`config.mk`:
```
export PLATFORM = sky130hd
export DESIGN_NAME = ysyx_22041071_pc_gen
export DESIGN_NICKNAME = d
export VERILOG_FILES = /design/src/rtl/ysyx_22041071_pc_gen_pkg.sv /design/src/rtl/ysyx_22041071_next_pc_mux.sv /design/src/rtl/ysyx_22041071_pc_gen.sv
export SDC_FILE = /design/constraint.sdc
export NUM_CORES = 1
export LEC_CHECK = 0
export CORE_ASPECT_RATIO = 1.2
export CORE_UTILIZATION = 48
export CTS_CLUSTER_DIAMETER = 200
export DETAILED_ROUTE_END_ITERATION = 16
export PLACE_DENSITY = 0.88
export SLEW_MARGIN = 20
export SYNTH_ARGS = -nofsm -noshare
export SYNTH_HDL_FRONTEND = slang
export SYNTH_SLANG_ARGS = --single-unit
```
`constraint.sdc`:
```
create_clock -name clk -period 6.7 [get_ports clk]
set_input_delay 1.005 -clock clk [delete_from_list [all_inputs] [get_ports clk]]
set_output_delay 1.005 -clock clk [all_outputs]
set_load 0.005 [all_outputs]
```
`src/rtl/ysyx_22041071_pc_gen_pkg.sv`:
```
// Shared pipeline definitions: PC width, boot address and the PC generator FSM encoding.
// Every pipeline stage imports this package so the fetch address map stays in one place.
package ysyx_22041071_pc_gen_pkg;

  localparam int unsigned PcAddrW = 64;
  localparam logic [63:0] PcStartAddr = 64'h0000_0000_8000_0000;

  // PC generator FSM encoding
  localparam logic [1:0] StBoot  = 2'd0;
  localparam logic [1:0] StIssue = 2'd1;
  localparam logic [1:0] StHold  = 2'd2;

endpackage

```
`src/rtl/ysyx_22041071_next_pc_mux.sv`:
```
// Next-PC candidate logic for the PC generator: redirect priority select and sequential adder.
// Ports:
//   pc_i            current PC
//   trap_en_i/pc_i  trap or mret redirect (highest priority)
//   br_en_i/pc_i    branch or jump redirect
//   redirect_o      some redirect is requested this cycle
//   redirect_pc_o   selected redirect target with bits [1:0] cleared
//   misalign_o      selected target had non-zero bits [1:0]
//   seq_pc_o        pc_i + 4, wrapping at the PC width
module ysyx_22041071_next_pc_mux
  import ysyx_22041071_pc_gen_pkg::*;
#(
  parameter int unsigned ADDR_W = PcAddrW
) (
  input  logic [ADDR_W-1:0] pc_i,
  input  logic              trap_en_i,
  input  logic [ADDR_W-1:0] trap_pc_i,
  input  logic              br_en_i,
  input  logic [ADDR_W-1:0] br_pc_i,
  output logic              redirect_o,
  output logic [ADDR_W-1:0] redirect_pc_o,
  output logic              misalign_o,
  output logic [ADDR_W-1:0] seq_pc_o
);

  logic [ADDR_W-1:0] target;

  always_comb begin
    target = br_pc_i;
    if (trap_en_i) begin
      target = trap_pc_i;
    end
    redirect_o    = trap_en_i | br_en_i;
    redirect_pc_o = {target[ADDR_W-1:2], 2'b00};
    misalign_o    = |target[1:0];
    seq_pc_o      = pc_i + ADDR_W'(3'd4);
  end

endmodule

```
`src/rtl/ysyx_22041071_pc_gen.sv`:
```
// PC generator: offers fetch addresses with a valid/ready handshake, honours pipeline stalls
// and applies trap/branch redirects.
// Ports:
//   clk, reset      clock and asynchronous active-high reset
//   ready_i         fetch stage accepts a PC this cycle
//   stall_i         hazard hold; drops valid and freezes the PC
//   br_en_i/pc_i    branch/jump redirect
//   trap_en_i/pc_i  trap/mret redirect, wins over a branch
//   valid_o, pc_o   PC offered to fetch
//   flush_o         pulse in the cycle after each accepted redirect
//   misalign_o      last accepted redirect target had bits [1:0] != 0
module ysyx_22041071_pc_gen
  import ysyx_22041071_pc_gen_pkg::*;
#(
  parameter int unsigned       ADDR_W     = PcAddrW,
  parameter logic [ADDR_W-1:0] START_ADDR = PcStartAddr[ADDR_W-1:0]
) (
  input  logic              clk,
  input  logic              reset,
  input  logic              ready_i,
  input  logic              stall_i,
  input  logic              br_en_i,
  input  logic [ADDR_W-1:0] br_pc_i,
  input  logic              trap_en_i,
  input  logic [ADDR_W-1:0] trap_pc_i,
  output logic              valid_o,
  output logic [ADDR_W-1:0] pc_o,
  output logic              flush_o,
  output logic              misalign_o
);

  logic [1:0]        state_q, state_d;
  logic [ADDR_W-1:0] pc_q, pc_d;
  logic              flush_q, flush_d;
  logic              misalign_q, misalign_d;

  logic              redirect;
  logic [ADDR_W-1:0] redirect_pc;
  logic              redirect_misalign;
  logic [ADDR_W-1:0] seq_pc;
  logic              handshake;

  ysyx_22041071_next_pc_mux #(
    .ADDR_W(ADDR_W)
  ) u_next_pc_mux (
    .pc_i          (pc_q),
    .trap_en_i     (trap_en_i),
    .trap_pc_i     (trap_pc_i),
    .br_en_i       (br_en_i),
    .br_pc_i       (br_pc_i),
    .redirect_o    (redirect),
    .redirect_pc_o (redirect_pc),
    .misalign_o    (redirect_misalign),
    .seq_pc_o      (seq_pc)
  );

  assign valid_o   = (state_q == StIssue);
  assign handshake = valid_o & ready_i & ~stall_i;

  always_comb begin
    state_d    = state_q;
    pc_d       = pc_q;
    flush_d    = 1'b0;
    misalign_d = misalign_q;
    case (state_q)
      // Redirects are ignored while booting; pc_q already holds START_ADDR.
      StBoot: state_d = StIssue;
      StIssue, StHold: begin
        // A redirect overrides any handshake in the same cycle, dropping the offered PC.
        if (redirect) begin
          pc_d       = redirect_pc;
          flush_d    = 1'b1;
          misalign_d = redirect_misalign;
        end else if (handshake) begin
          pc_d = seq_pc;
        end
        state_d = stall_i ? StHold : StIssue;
      end
      default: state_d = StBoot;
    endcase
  end

  always_ff @(posedge clk or posedge reset) begin
    if (reset) begin
      state_q    <= StBoot;
      pc_q       <= START_ADDR;
      flush_q    <= 1'b0;
      misalign_q <= 1'b0;
    end else begin
      state_q    <= state_d;
      pc_q       <= pc_d;
      flush_q    <= flush_d;
      misalign_q <= misalign_d;
    end
  end

  assign pc_o       = pc_q;
  assign flush_o    = flush_q;
  assign misalign_o = misalign_q;

endmodule

```
# == Yosys cells after proc, flatten, opt, wreduce, memory -nomap -nowiden ==
# Index checks and enable logic that the tools add are counted.
# word_totals
ff_bits,68
in_bits,134
output_inout_bits,67
word_cells,24
# op_classes
add_sub_neg,1
eq_ne,2
mux,7
bitwise,4
reduce_logical,6
# ops
operator,n
$mux 64,3
$add 64x3->64 const B,1
$pmux 2 s2,1
$reduce_and 2->1,2
$reduce_or 2->1,2
$and 1x1->1,2
$eq 2x1->1 const B,1
$eq 2x2->1 const B,1
$logic_not 2->1,1
$mux 1,2
$mux 2,1
$reduce_bool 2->1,1
$not 1->1,1
$or 1x1->1,1

# == Logic depth before layout (Yosys ltp) ==
# Gate-level depths: netlist (run 1).
# logic_depth
word_depth,5
ltp_mapped,10
depth_no_buf,7

# == Hierarchy ==
# Synthesis (run 1) repeated with hierarchy kept, for this count alone.
# unflattened
hier_cells,516
area_unflattened_um2,6022.0
# by_module_without_submodules
module,instances,cells_each,area_per_inst_um2,seq_area_each_um2
ysyx_22041071_pc_gen,1,224,3865.0,1702.9
ysyx_22041071_next_pc_mux,1,292,2157.1,0.0

# == Least setup slack after synthesis (run 1) ==
# OpenSTA, ideal clock, no wires.
# synth_timing
kind,input-to-reg
from,input port br_en_i
to,"register pc_q[40], in the netlist pc_o[40]"
setup_ns,0.124
arrival_ns,2.456
t_required_ns,6.576
setup_slack_ns,4.121
cell_stages,7
n_path_buf,3
path_cell_list,clkbuf_1 -> o21ai_1 -> and2_0 -> buf_4 -> clkbuf_1 -> nor2_1 -> a211o_1
# synth_via
elab_chain_len,3
elab_cells_between_ends,4
classes_between,1 x mux; 1 x bitwise; 2 x reduce/logical
# synth_rtl
item,line,text
start: declaration,ysyx_22041071_pc_gen.sv:22,"input logic br_en_i,"
$or 1x1->1 *,ysyx_22041071_next_pc_mux.sv:33,redirect_o = trap_en_i | br_en_i;
$reduce_bool 2->1 (no source line),-,
$reduce_and 2->1 (no source line),-,
end signal: assignment,ysyx_22041071_pc_gen.sv:91,pc_q <= pc_d;
end: declaration,ysyx_22041071_pc_gen.sv:33,"logic [ADDR_W-1:0] pc_q, pc_d;"
# Every way passes the cells marked *; elsewhere a longest branch is shown, timed or not.
# A chain may end at the register's enable or synchronous reset.

# == Worst setup path after layout (run 1) ==
# layout_timing
from,input port br_en_i
to,"register pc_q[47], in the netlist pc_o[47]"
# Same word-level chain as after synthesis.

==> impl_metrics.json, run 1 <==
{
  "finalNetCount": 925,
  "cts.path.max_buffers": 2,
  "synth.avg_cell_area_sq_um": 8.006,
  "cts_tree": "built",
  "min_path_type": "flip-flop to flip-flop",
  "post-cts-setup-buffers": 0,
  "wl_per_cell_um": 19.96,
  "fin_crit_ns": 4.159,
  "synth_ff_type": "dfrtp_1",
  "cpPeakStageDelay_ns": 0.95,
  "relSlewSlack_pct": 21.71,
  "drc": 0,
  "min_to": "misalign_o",
  "drt_iter0_markers": 595,
  "worstSetupStartpointType": "primary input",
  "crit_fanout": 49,
  "yosysTopAreaCellShare_pct": 32.51,
  "max_cap_viol_count": 0,
  "synth.distinct_cells": 69,
  "drt-vias-per-instance": 6.798,
  "clkSlewWorstSetupHoldPaths_ns": 0.06,
  "worst_slew_pin_slew_ns": 1.167,
  "cts_buffers": 9,
  "skew_ns": 0.006751,
  "rr_startpoint": "state_q[0]",
  "yosysTopAreaCell": "dfrtp_1",
  "p_leak_nw": 2.668,
  "dieWidth_um": 95.20,
  "dr.pass1.iters": 8,
  "ys_async_sr_fraction_pct": 100.0,
  "worst_path_max_delay_cell": "o21ai_1",
  "rr_worst_depth": 7,
  "fmax_ghz": 0.2405,
  "status": "finished, final reports clean",
  "pwr_density_cell_mw_per_mm2": 388.5,
  "cts_sinks": 66,
  "ys_seq_area_share_pct": 33.03,
  "path_cells": "clkdlybuf4s50_1 > buf_4 > o21ai_1 > and2_2 > buf_4 > o21ai_0 > a311o_1",
  "antenna_found_initial": 0,
  "start_util_pct": 49.74,
  "yosys_warnings": 0,
  "peakVddDrop_mv": 0.2201,
  "hold_depth": 2,
  "cts_hold_buf": 0,
  "grt_pass1_vias": 5828,
  "synth.area.top_cells": "dfrtp_1, o21ai_0, a22oi_1",
  "setup_slack_ns": 2.541,
  "postSynthCellCount": 625,
  "min-delay-start": "misalign_o",
  "path_common_cell": "buf_4",
  "dpl_worst_slack_ns": 2.355,
  "crit_type": "primary input to flip-flop",
  "synth_edf_count": 0,
  "grt_pass1_wl_um": 28370,
  "synth.most_common_cell": "dfrtp_1",
  "grt-ovfl-total": 0,
  "cts_resized": 0,
  "syn2layout_area_growth_pct": 45.96,
  "n_antenna_cell": 0,
  "gp_congestion": 0.9574,
  "dpl.hpwl_um": 12580,
  "grt_max_degree": 71,
  "io_buffers": 198,
  "yosys-top-cells-count": "dfrtp_1, o21ai_0, nand2_1",
  "rsz0062_at_grt": "no",
  "synth-seq-cells": 66,
  "core_area_sq_mm": 0.01006,
  "dieArea_sq_mm": 0.01084,
  "detail-route-antenna-nets": 0,
  "ctsHtreeMaxLevel": 3,
  "dieHeight_um": 113.8,
  "finalSetupTns_ns": 0,
  "routed_wl_um": 18320,
  "cp-end-kind": "flip-flop",
  "netlist_area_sq_mm": 0.005004,
  "crit_family": "compound AO/OA/AOI/OAI gates",
  "cts-root-buf": "clkbuf_16",
  "setup_viol": 0,
  "drive_above_1_share_pct": 5.808,
  "dr_total_vias": 6241,
  "period_share_pct": 62.07,
  "grtUsageTotal_pct": 33.28,
  "slew_violations": 0,
  "worst-path-buf-inv": 3,
  "r2r-end": "pc_o[47]",
  "finalHoldViolCount": 0,
  "clk_latency_ns": 0.34,
  "r2r_slack_ns": 3.19,
  "pin_count": 201,
  "arrival_ns": 4.38,
  "cp.required_ns": 6.92,
  "rows": 40
}
[how the worst max path moves through the flow]
| stage | startpoint | end | slack, ns | depth (start not counted) |
|---|---|---|---|---|
| floorplan | reset | flush_o | 4.04 | 1 |
| global placement | br_en_i | pc_o[52] | 2.45 | 7 |
| detailed placement | br_en_i | pc_o[53] | 2.36 | 8 |
| CTS | br_en_i | pc_o[47] | 2.67 | 7 |
| global route | br_en_i | pc_o[47] | 2.42 | 7 |
| finish | br_en_i | pc_o[47] | 2.54 | 7 |
[state kept, by name (all words and copies together) (netlist names)]
signal,flops
pc_o,62
state_q,2
flush_o,1
misalign_o,1
[tightest hold or removal path, stage by stage, from the launching register on]
cell     delay, ns
dfrtp_1       0.35
nand2_1       0.05
o21ai_0       0.06
[power by group]
| part | internal, mW | total [mW] | switching, mW |
|---|---|---|---|
| sequential | 0.600 | 0.969 | 0.368 |
| clock | 0.335 | 0.519 | 0.184 |
| combinational | 0.694 | 1.35 | 0.656 |
| total | 1.63 | 2.84 | 1.21 |
[stage by stage]
stage	instance area [sq um]	hold slack (ns)	power, mW	instances	utilization, %
finish	7303	0.4982	2.838	918	72.60
global route	7303	0.5305	2.990	918	72.60
CTS	7273	0.5009	2.797	917	72.30
detailed placement	6953	0.4887	2.269	901	69.12
global placement	6953	0.4770	2.202	901	69.12
floorplan	5007	0.4733	1.598	626	-
[metal layers]
layer / vias to the layer above / part of all wire (%) / global-route usage (%)
met4: 0 / 4.2 / 16.26
li1: 2778 / - / -
met2: 463 / 48 / 56.00
met3: 87 / 10 / 4.400
met1: 2913 / 37 / 41.45
met5: - / 0 / 0
[area by class of cell]
| class | count | area, sq um |
|---|---|---|
| multi-input combinational | 488 | 3059 |
| fill | 739 | 2756 |
| timing repair buffer | 205 | 2049 |
| sequential | 66 | 1653 |
| clock buffer | 11 | 242.7 |
| tap | 126 | 157.7 |
| clock inverter | 5 | 77.57 |
| inverter | 17 | 63.81 |
[cell families (layout without fill, tap and decap cells)]
logic type | Yosys count | after routing | share of synthesized area, %
flops | 66 | 66 | 33.03
simple gates | 249 | 249 | 26.61
fa+ha+maj | 4 | 4 | 1.000
mux | 7 | 7 | 1.425
buf+inv | 72 | 238 | 6.176
compound gates | 226 | 226 | 31.68
other cells | 1 | 2 | 0.07495
[cells in the final DEF, fill, tap and decap left out, drive strengths merged, types with 6 or more instances in the layout]
master and n:
a21oi 30, a221oi 6, a22o 19, a22oi 32
buf 8, clkbuf 11, clkdlybuf4s50 197, dfrtp 65
inv 17, mux2i 6, nand2 53, nand3 33
nand4 32, nor2 43, nor3 20, nor4 24
o211ai 11, o21ai 59, o22ai 6, o2bb2ai 6
o311ai 7, or3 16, or4 6
Power figures use the tool's default switching activity.
==> run 2, diff against run 1 <==
- CORE_UTILIZATION: 48 -> 44
- PLACE_DENSITY: 0.88 -> 0.81
- clock period: 6.7 -> 4.15 ns (I/O delays scaled with it)
==> run 2 against run 1 <==
  * Global-route usage is 1.9 points lower
  * Final area grew 0.22%
  * Die area is 8.9% higher
  * Core utilization is 6.3 points lower
  * Sequential power increased by 60%
  * Via count shrank 2.6%
  * Total power grew 60%
  * Clock skew is essentially flat
  * Clock power up 52%
  * Sequential share of layout area shrank 0.050 points
  * Critical path type is now flip-flop to flip-flop
==> impl_metrics.json, run 2 (same netlist as run 1, synthesis figures left out) <==
{
  "drc": 0,
  "power.switching_mw": 1.931,
  "clkSlewWorstSetupHoldPaths_ns": 0.06,
  "ctsHtreeMaxLevel": 3,
  "r2r-end": "pc_o[26]",
  "layout_commonest_cell": "clkdlybuf4s50_1",
  "cts_buffers": 9,
  "cp.required_ns": 4.35,
  "rows": 42,
  "clock_power_share_pct": 17.3,
  "fin_crit_ns": 2.984,
  "crit_type": "flip-flop to flip-flop",
  "p_int_mw": 2.610,
  "skew_ns": 0.006458,
  "crit_fanout": 45,
  "post-cts-setup-buffers": 0,
  "pwr_density_cell_mw_per_mm2": 620.4,
  "arrival_ns": 3.18,
  "detail-route-antenna-nets": 0,
  "hold_depth": 2,
  "routed_wl_um": 18400,
  "grt_max_degree": 61,
  "finalSetupTns_ns": 0,
  "p_leak_nw": 2.671,
  "grt_pass1_wl_um": 29680,
  "relSlewSlack_pct": 37.47,
  "cp-end-kind": "flip-flop",
  "dr.pass1.iters": 5,
  "peakVddDrop_mv": 0.3374,
  "dr_total_vias": 6076,
  "finalNetCount": 929,
  "io_buffers": 198,
  "setup_viol": 0,
  "drt-vias-per-instance": 6.547,
  "power_frac_seq_pct": 34.1,
  "fmax_ghz": 0.3351,
  "antenna_found_initial": 0,
  "combinationalPowerShare_pct": 48.6,
  "grtUsageTotal_pct": 31.42,
  "gp_congestion": 0.8831,
  "drt_iter0_markers": 559,
  "cts-root-buf": "clkbuf_16",
  "layout_common_cells": "clkdlybuf4s50_1, dfrtp_1, o21ai_0",
  "rr_worst_depth": 7,
  "cts_sinks": 66,
  "cts_tree": "built",
  "dpl_worst_slack_ns": 0.9700,
  "dieWidth_um": 99.35,
  "setup_slack_ns": 1.166,
  "core_area_sq_mm": 0.01104,
  "max_cap_viol_count": 0,
  "clk_latency_ns": 0.34,
  "final-instance-count-excl-fill": 928,
  "min_to": "misalign_o",
  "final_core_util_pct": 66.33,
  "start_util_pct": 45.34,
  "worstSetupStartpointType": "flip-flop",
  "wl_per_cell_um": 19.83,
  "finalHoldViolCount": 0,
  "largest_reg_flops": 62,
  "grt_pass1_vias": 5899,
  "final_cell_area_sq_mm": 0.007320,
  "drive_above_1_share_pct": 6.407,
  "n_antenna_cell": 0,
  "min-delay-start": "misalign_o",
  "status": "finished, final reports clean",
  "cts_resized": 0,
  "cts.path.max_buffers": 2,
  "slew_violations": 0,
  "r2r_slack_ns": 1.17,
  "pin_count": 201,
  "place_area_sq_mm": 0.007010,
  "holdWs_ns": 0.4959,
  "dieHeight_um": 118.8,
  "dpl.hpwl_um": 13270,
  "dieArea_sq_mm": 0.01180,
  "rsz0062_at_grt": "no",
  "p_total_mw": 4.541,
  "place_inst": 912,
  "min_path_type": "flip-flop to flip-flop",
  "cts_hold_buf": 0,
  "grt-ovfl-total": 0,
  "switching_share_pct": 42.53,
  "syn2layout_area_growth_pct": 46.29,
  "period_share_pct": 71.90,
  "rr_startpoint": "state_q[0]",
  "worst_slew_pin_slew_ns": 0.9294
}
==> run 2: cell count changes in the layout (fill, tap and decap cells not counted), sizes merged <==
cell / before / now
buf: 8 / 12
clkinvlp: 1 / 3
bufinv: 2 / 1
clkbuf: 11 / 10
clkinv: 2 / 3
inv: 17 / 16
==> run 2: metal layers <==
metal,track usage (%),wire length (um)
met5,0,0
met2,51.65,8851
met4,15.26,607
met1,40.46,7286
met3,4.460,1654
==> run 2: power groups by stage <==
| stage | clock network (mW) | registers (mW) | logic, mW |
|---|---|---|---|
| after floorplan | 0 | 1.38 | 1.20 |
| after global placement | 0 | 1.52 | 2.10 |
| after detailed placement | 0 | 1.53 | 2.18 |
| after CTS | 0.789 | 1.52 | 2.20 |
| after global routing | 0.816 | 1.60 | 2.41 |
| final | 0.787 | 1.55 | 2.21 |
==> run 2: worst max-delay path by stage <==
stage               startpoint  endpoint  depth (start not counted)
floorplan                reset   flush_o                          1
global placement       stall_i  pc_o[26]                          6
detailed placement     br_en_i  pc_o[58]                          7
CTS                 state_q[0]  pc_o[26]                          7
global route        state_q[0]  pc_o[26]                          7
finish              state_q[0]  pc_o[26]                          7
==> run 2: cell type report <==
cell class	count	area, sq um
Fill cell	938	3716
Multi-Input combinational cell	488	3059
Timing Repair Buffer	209	2072
Sequential cell	66	1653
Clock buffer	10	239.0
Tap cell	132	165.2
Clock inverter	6	66.31
Inverter	17	65.06
==> run 2: worst max-delay path: stages, from the launching register on <==
cell and delay [ns]:
dfrtp_1 0.37, inv_1 0.05, ha_1 0.46, nand4b_1 0.47
and2_2 0.66, buf_12 0.30, o311ai_0 0.35, o221ai_1 0.17
